<file path="config.mk">
export PLATFORM = sky130hd
export DESIGN_NAME = change_dispenser_flat
export DESIGN_NICKNAME = d
export VERILOG_FILES = /design/src/rtl/change_dispenser_if.sv /design/src/rtl/change_dispenser.sv /design/src/flat_wrapper.sv
export SDC_FILE = /design/constraint.sdc
export NUM_CORES = 1
export LEC_CHECK = 0
export BUFFER_PORTS_ARGS = -buffer_cell sky130_fd_sc_hd__buf_2
export CORE_MARGIN = 4
export CORE_UTILIZATION = 56
export DETAILED_ROUTE_END_ITERATION = 16
export PLACE_DENSITY = 0.81
export SYNTH_ARGS = -nofsm -noshare
export SYNTH_HDL_FRONTEND = slang
export SYNTH_SLANG_ARGS = --single-unit
</file>
<file path="constraint.sdc">
create_clock -name clk -period 4.25 [get_ports clk]
set_input_delay 0.6375 -clock clk [delete_from_list [all_inputs] [get_ports clk]]
set_output_delay 0.6375 -clock clk [all_outputs]
set_load 0.01 [all_outputs]
</file>
<file path="src/rtl/change_dispenser_if.sv">
// Request/payout bus of the change dispenser: request handshake in, coin pulses and status out.
interface change_dispenser_if #(
    parameter int AMT_W = 8
);
    logic             req_valid;
    logic [AMT_W-1:0] req_amount;
    logic             req_ready;
    logic             coin10;
    logic             coin5;
    logic             coin1;
    logic             busy;
    logic             done;
    logic [AMT_W-1:0] remaining;

    modport master (
        output req_valid, req_amount,
        input  req_ready, coin10, coin5, coin1, busy, done, remaining
    );

    modport slave (
        input  req_valid, req_amount,
        output req_ready, coin10, coin5, coin1, busy, done, remaining
    );
endinterface

</file>
<file path="src/rtl/change_dispenser.sv">
// Greedy coin payout (10/5/1) with one idle cycle between coin pulses.
// Optional finite coin inventory with refill/short: `define CHANGE_DISPENSER_INVENTORY_EN.
module change_dispenser #(
    parameter int AMT_W = 8,
    parameter int INV_W = 4
) (
    input  logic              clk,
    input  logic              reset,
    change_dispenser_if.slave bus
`ifdef CHANGE_DISPENSER_INVENTORY_EN
    ,
    input  logic              refill,
    output logic              short
`endif
);

    typedef enum logic [1:0] {IDLE, PAY, GAP, DONE} state_t;

    localparam logic [AMT_W-1:0] TEN  = AMT_W'(10);
    localparam logic [AMT_W-1:0] FIVE = AMT_W'(5);
    localparam logic [AMT_W-1:0] ONE  = AMT_W'(1);

    state_t           state_q, state_d;
    logic [AMT_W-1:0] remaining_q, remaining_d;
    logic             coin10_q, coin10_d;
    logic             coin5_q, coin5_d;
    logic             coin1_q, coin1_d;
    logic             load;
    logic [AMT_W-1:0] src;

`ifdef CHANGE_DISPENSER_INVENTORY_EN
    logic [INV_W-1:0] cnt10_q, cnt10_d;
    logic [INV_W-1:0] cnt5_q, cnt5_d;
    logic [INV_W-1:0] cnt1_q, cnt1_d;
    logic             stall_q, stall_d;
    logic             short_q, short_d;
`endif

    // The coin for a PAY cycle is chosen on the edge entering PAY so the
    // pulse and the post-decrement remaining are both registered together.
    always_comb begin
        state_d     = state_q;
        remaining_d = remaining_q;
        coin10_d    = 1'b0;
        coin5_d     = 1'b0;
        coin1_d     = 1'b0;
        load        = 1'b0;
        src         = remaining_q;
`ifdef CHANGE_DISPENSER_INVENTORY_EN
        cnt10_d     = cnt10_q;
        cnt5_d      = cnt5_q;
        cnt1_d      = cnt1_q;
        stall_d     = 1'b0;
        short_d     = 1'b0;
`endif

        case (state_q)
            IDLE: begin
                if (bus.req_valid) begin
                    remaining_d = bus.req_amount;
                    if (bus.req_amount == '0) begin
                        state_d = DONE;
                    end else begin
                        load = 1'b1;
                        src  = bus.req_amount;
                    end
                end
            end
            PAY: begin
`ifdef CHANGE_DISPENSER_INVENTORY_EN
                short_d = stall_q;
                state_d = (stall_q || remaining_q == '0) ? DONE : GAP;
`else
                state_d = (remaining_q == '0) ? DONE : GAP;
`endif
            end
            GAP:     load    = 1'b1;
            DONE:    state_d = IDLE;
            default: state_d = IDLE;
        endcase

        if (load) begin
            state_d = PAY;
`ifdef CHANGE_DISPENSER_INVENTORY_EN
            // Empty denominations are skipped; with nothing usable the PAY
            // cycle carries no coin and ends the payout as short.
            if (src >= TEN && cnt10_q != '0) begin
                coin10_d    = 1'b1;
                remaining_d = src - TEN;
                cnt10_d     = cnt10_q - INV_W'(1);
            end else if (src >= FIVE && cnt5_q != '0) begin
                coin5_d     = 1'b1;
                remaining_d = src - FIVE;
                cnt5_d      = cnt5_q - INV_W'(1);
            end else if (cnt1_q != '0) begin
                coin1_d     = 1'b1;
                remaining_d = src - ONE;
                cnt1_d      = cnt1_q - INV_W'(1);
            end else begin
                stall_d     = 1'b1;
                remaining_d = src;
            end
`else
            if (src >= TEN) begin
                coin10_d    = 1'b1;
                remaining_d = src - TEN;
            end else if (src >= FIVE) begin
                coin5_d     = 1'b1;
                remaining_d = src - FIVE;
            end else begin
                coin1_d     = 1'b1;
                remaining_d = src - ONE;
            end
`endif
        end

`ifdef CHANGE_DISPENSER_INVENTORY_EN
        if (refill) begin
            cnt10_d = '1;
            cnt5_d  = '1;
            cnt1_d  = '1;
        end
`endif
    end

    always_ff @(posedge clk) begin
        if (reset) begin
            state_q     <= IDLE;
            remaining_q <= '0;
            coin10_q    <= 1'b0;
            coin5_q     <= 1'b0;
            coin1_q     <= 1'b0;
`ifdef CHANGE_DISPENSER_INVENTORY_EN
            cnt10_q     <= '1;
            cnt5_q      <= '1;
            cnt1_q      <= '1;
            stall_q     <= 1'b0;
            short_q     <= 1'b0;
`endif
        end else begin
            state_q     <= state_d;
            remaining_q <= remaining_d;
            coin10_q    <= coin10_d;
            coin5_q     <= coin5_d;
            coin1_q     <= coin1_d;
`ifdef CHANGE_DISPENSER_INVENTORY_EN
            cnt10_q     <= cnt10_d;
            cnt5_q      <= cnt5_d;
            cnt1_q      <= cnt1_d;
            stall_q     <= stall_d;
            short_q     <= short_d;
`endif
        end
    end

    assign bus.req_ready = (state_q == IDLE);
    assign bus.busy      = (state_q != IDLE);
    assign bus.done      = (state_q == DONE);
    assign bus.coin10    = coin10_q;
    assign bus.coin5     = coin5_q;
    assign bus.coin1     = coin1_q;
    assign bus.remaining = remaining_q;
`ifdef CHANGE_DISPENSER_INVENTORY_EN
    assign short         = short_q;
`endif

endmodule

</file>
<file path="src/flat_wrapper.sv">
// flat-port wrapper written by rule: the top's interface ports become plain ports
module change_dispenser_flat 
#(
    parameter int AMT_W = 8,
    parameter int INV_W = 4
)
  (clk, reset, bus_req_valid, bus_req_amount, bus_req_ready, bus_coin10, bus_coin5, bus_coin1, bus_busy, bus_done, bus_remaining);
  change_dispenser_if #(.AMT_W(AMT_W)) bus_i ();
  input  logic clk;
  input  logic reset;
  input wire logic [$bits(bus_i.req_valid)-1:0] bus_req_valid;
  input wire logic [$bits(bus_i.req_amount)-1:0] bus_req_amount;
  output wire logic [$bits(bus_i.req_ready)-1:0] bus_req_ready;
  output wire logic [$bits(bus_i.coin10)-1:0] bus_coin10;
  output wire logic [$bits(bus_i.coin5)-1:0] bus_coin5;
  output wire logic [$bits(bus_i.coin1)-1:0] bus_coin1;
  output wire logic [$bits(bus_i.busy)-1:0] bus_busy;
  output wire logic [$bits(bus_i.done)-1:0] bus_done;
  output wire logic [$bits(bus_i.remaining)-1:0] bus_remaining;
  assign bus_i.req_valid = bus_req_valid;
  assign bus_i.req_amount = bus_req_amount;
  assign bus_req_ready = bus_i.req_ready;
  assign bus_coin10 = bus_i.coin10;
  assign bus_coin5 = bus_i.coin5;
  assign bus_coin1 = bus_i.coin1;
  assign bus_busy = bus_i.busy;
  assign bus_done = bus_i.done;
  assign bus_remaining = bus_i.remaining;
  change_dispenser #(.AMT_W(AMT_W), .INV_W(INV_W)) u_core (.clk(clk), .reset(reset), .bus(bus_i));
endmodule
</file>
==> key figures <==
Critical path
  – CP endpoint: u_core.bus.remaining[0]$_SDFFE_PP0P_
  – CP max FO: 11
  – Reg2reg path depth: 12
  – WS Path Type: reg -> reg
  – Worst flop-to-flop path startpoint: u_core.state_q[0]$_SDFFE_PP0P_
  – Worst path depth: 12
  – Slowest CP cell: and2_1
  – Crit path from: u_core.state_q[0]$_SDFFE_PP0P_
  – Worst path cell trace: inv_1 -> ha_1 -> and2_1 -> mux2i_1 -> a21boi_2 -> inv_1 -> ha_1 -> a211oi_1 -> o21bai_1 -> or3_1 -> a21o_1 -> a31oi_1
  – Reg2reg setup slack: 0.75 ns
  – WP buf/inv: 2
  – RR Endpoint: u_core.bus.remaining[0]$_SDFFE_PP0P_
  – Crit path DAT: between 3 and 4 ns
  – Worst setup EP type: register
  – Worst setup SP type: register
  – Worst Path Required: 4.45 ns
  – Worst path max stage delay: 0.48 ns
  – Family with the most delay on the worst path: compound AO/OA/AOI/OAI gates

GRT
  – Number of global-route vias before repair: 1142
  – Total GRT Usage: between 20% and 30%
  – Met3 Resource Use GR: under 10%
  – First-pass GRT wire length: approximately 5400 µm
  – GR Layer Usage met2: 34.8%
  – Largest net degree at the start of global routing: 12
  – Busiest grt layer: met2
  – Global Route met1 Usage: 28.5%
  – Final global-route overflow total: 0
  – Initial antenna violation count: 0

Finish
  – Nets@finish: about 200
  – Area Overhead vs Synth: 13.0%
  – Layout cells sized above 1: 27.4%
  – # diodes: 0
  – Final Non-Filler Cells: 202

Status
  – Outcome: finished, final reports clean

Power
  – Lkg Pwr: 0.625 nW
  – VDD IR max: 0.423 mV
  – Power density cells: 810 nW/µm²

Timing
  – Setup tns final: 0 ns
  – Max Slew Vio Count: 0
  – Setup-failing EPs final: 0
  – Final clock period utilization by the worst path: 82.4%
  – Clock Skew: between 0.0009 and 0.001 ns
  – Clock period minus final worst setup slack: approximately 3.5 ns
  – Worst-Margin Slew: between 0.7 and 0.8 ns
  – Max Freq: roughly 0.29 GHz
  – Headroom to the max-slew limit: 48.9%
  – Final hold vios: 0
  – Unrepaired setup endpoints after global routing: no

Floorplanning
  – Die width: about 55 µm
  – Die Area: 3080 µm²
  – Core area: between 2000 and 2500 µm²
  – Num ports: 25
  – Starting Density: 61.8%
  – Die span in y: 55.5 µm
  – Number of placement rows: 16

Route
  – Routed len/inst: 16.0 µm
  – Post-DR vias/cell: 6.26
  – Drt pass-1 iters: 4
  – Final ANT Viol Nets: 0
  – Via count: around 1300
  – DRC: 0
  – First-iteration detailed-routing DRC count: just under 60
  – Routed WL: 3230 µm

Synth
  – EDFF count, synth: 0
  – Simple-Gate Fraction of Synth Area: between 20% and 30%
  – Avg Cell Area, Syn: 8.42 µm²
  – Mapped Cells: 150
  – Synth cell count leaders: dfxtp_1 (13), a21oi_1 (11), nor2_1 (11)
  – Main synth FF type: dfxtp_1
  – Seq/Total Area, Yosys: 20.6%
  – Compound-gate portion of the synthesized area: 35.7%
  – Netlist cell types: between 50 and 60
  – FF+latch count, synth: 13
  – Largest family of logic cells by synthesized area: compound AO/OA/AOI/OAI gates
  – Share of the synthesized area in the top cell type: between 20% and 30%
  – YS warnings: 0
  – Async S/R FF share, synth: 0%
  – Syn Nets: ~170
  – XOR/XNOR share of the synthesized area: 2.08%
  – Yosys top cell by area: dfxtp_1
  – Ranking of synthesized cells by area: dfxtp_1 (21%), ha_1 (9.9%), a21oi_1 (4.4%)
  – Synth Area in Adders: 9.91%
  – Post-synthesis instance area: 1260 µm²
  – Mux share of post-synthesis cell area: 3.27%
  – Most common cell in the netlist: dfxtp_1

CTS
  – Clk_lat worst skew: 0.27 ns
  – CTS Root Cell: clkbuf_4
  – Clk buf depth: 2
  – CTS H-tree lvls: 1
  – # hold bufs at CTS: 0
  – Post-CTS Resized: 0
  – Postcts setup bufs: 0
  – CTS tree: yes
  – CTS Sinks: 13
  – Num CTS Buffers: 3
  – Clk slew on worst S/H paths: 0.08 ns

Run
  – Max-cap violation count: 0

Placement
  – Gpl congestion: about 0.9
  – DPL Wire Length: 2590 µm
  – Dpl cells: 198
  – IO buf count: 24

Min path
  – HP Class: reg -> reg
-- placed cells by master, fill, tap and decap left out, types with 4 or more instances in the layout --
cell type	instances
dfxtp_1	13
and3_1	4
buf_2	24
a21oi_1	11
nand3_1	4
nand2_1	10
o21ai_0	10
ha_1	10
nor2_1	11
inv_1	8
nor3_1	5
-- worst register-to-register path, stage by stage, from the launching register on --
cell	delay, ns
dfxtp_1	0.36
inv_1	0.10
ha_1	0.33
and2_1	0.48
mux2i_1	0.24
a21boi_2	0.29
inv_1	0.12
ha_1	0.26
a211oi_1	0.25
o21bai_1	0.28
or3_1	0.39
a21o_1	0.16
a31oi_1	0.16
-- state kept, by name (all words and copies together), names as in the netlist --
register and flops:
u_core.bus.coin10 1, u_core.bus.coin5 1, u_core.bus.remaining 8, u_core.bus.coin1 1
u_core.state_q 2
-- routing by layer --
layer / part of all wire [%] / vias up
li1: - / 630
met1: 43 / 581
met2: 49 / 45
met3: 6.3 / 8
met4: 1.8 / 0
met5: 0 / -
-- logic make-up (layout without fill, tap and decap cells) --
| family | count (synthesis) | count (layout) |
|---|---|---|
| AOI/OAI and AO/OA | 56 | 56 |
| xor gates and xnor gates | 3 | 3 |
| adders and majority gates | 10 | 10 |
| buffers and inverters | 11 | 36 |
| DFF | 13 | 13 |
| muxes | 4 | 4 |
| and+or+nand+nor | 53 | 53 |
-- worst min-delay path by stage --
stage,startpoint,end,slack [ns],cells past startpoint
6_report,u_core.bus.remaining[6]$_SDFFE_PP0P_,u_core.bus.remaining[6]$_SDFFE_PP0P_,0.53,2
5_1_grt,u_core.bus.remaining[6]$_SDFFE_PP0P_,u_core.bus.remaining[6]$_SDFFE_PP0P_,0.57,2
4_1_cts,u_core.bus.remaining[1]$_SDFFE_PP0P_,u_core.bus.remaining[1]$_SDFFE_PP0P_,0.54,2
3_5_place_dp,u_core.bus.remaining[1]$_SDFFE_PP0P_,u_core.bus.remaining[1]$_SDFFE_PP0P_,0.52,2
3_3_place_gp,u_core.bus.remaining[1]$_SDFFE_PP0P_,u_core.bus.remaining[1]$_SDFFE_PP0P_,0.51,2
2_1_floorplan,u_core.bus.remaining[1]$_SDFFE_PP0P_,u_core.bus.remaining[1]$_SDFFE_PP0P_,0.52,2
-- report_power, final --
group	internal, W	switching [W]
Combinational	0.000353	0.000490
Sequential	0.000172	0.0000650
Clock	0.0000363	0.0000391
Total	0.000562	0.000594
-- layout make-up --
class	count	area [µm²]
Clock buffer	4	26.3
Fill cell	179	616
Inverter	8	30.0
Multi-Input combinational cell	126	956
Sequential cell	13	260
Tap cell	27	33.8
Timing Repair Buffer	24	120
-- per-stage QoR --
step	cell area (µm²)	total power [W]	utilization (%)	hold WS, ns	setup WS [ns]
3_5_place_dp	1400	0.00107	68.6	0.522	0.775
2_1_floorplan	1260	0.000879	-	0.525	1.45
6_report	1430	0.00116	69.9	0.532	0.746
4_1_cts	1430	0.00115	69.9	0.535	0.758
3_3_place_gp	1400	0.00105	68.6	0.514	0.992
5_1_grt	1430	0.00126	69.9	0.570	0.449
No activity file was read; power rests on OpenSTA's default activity.
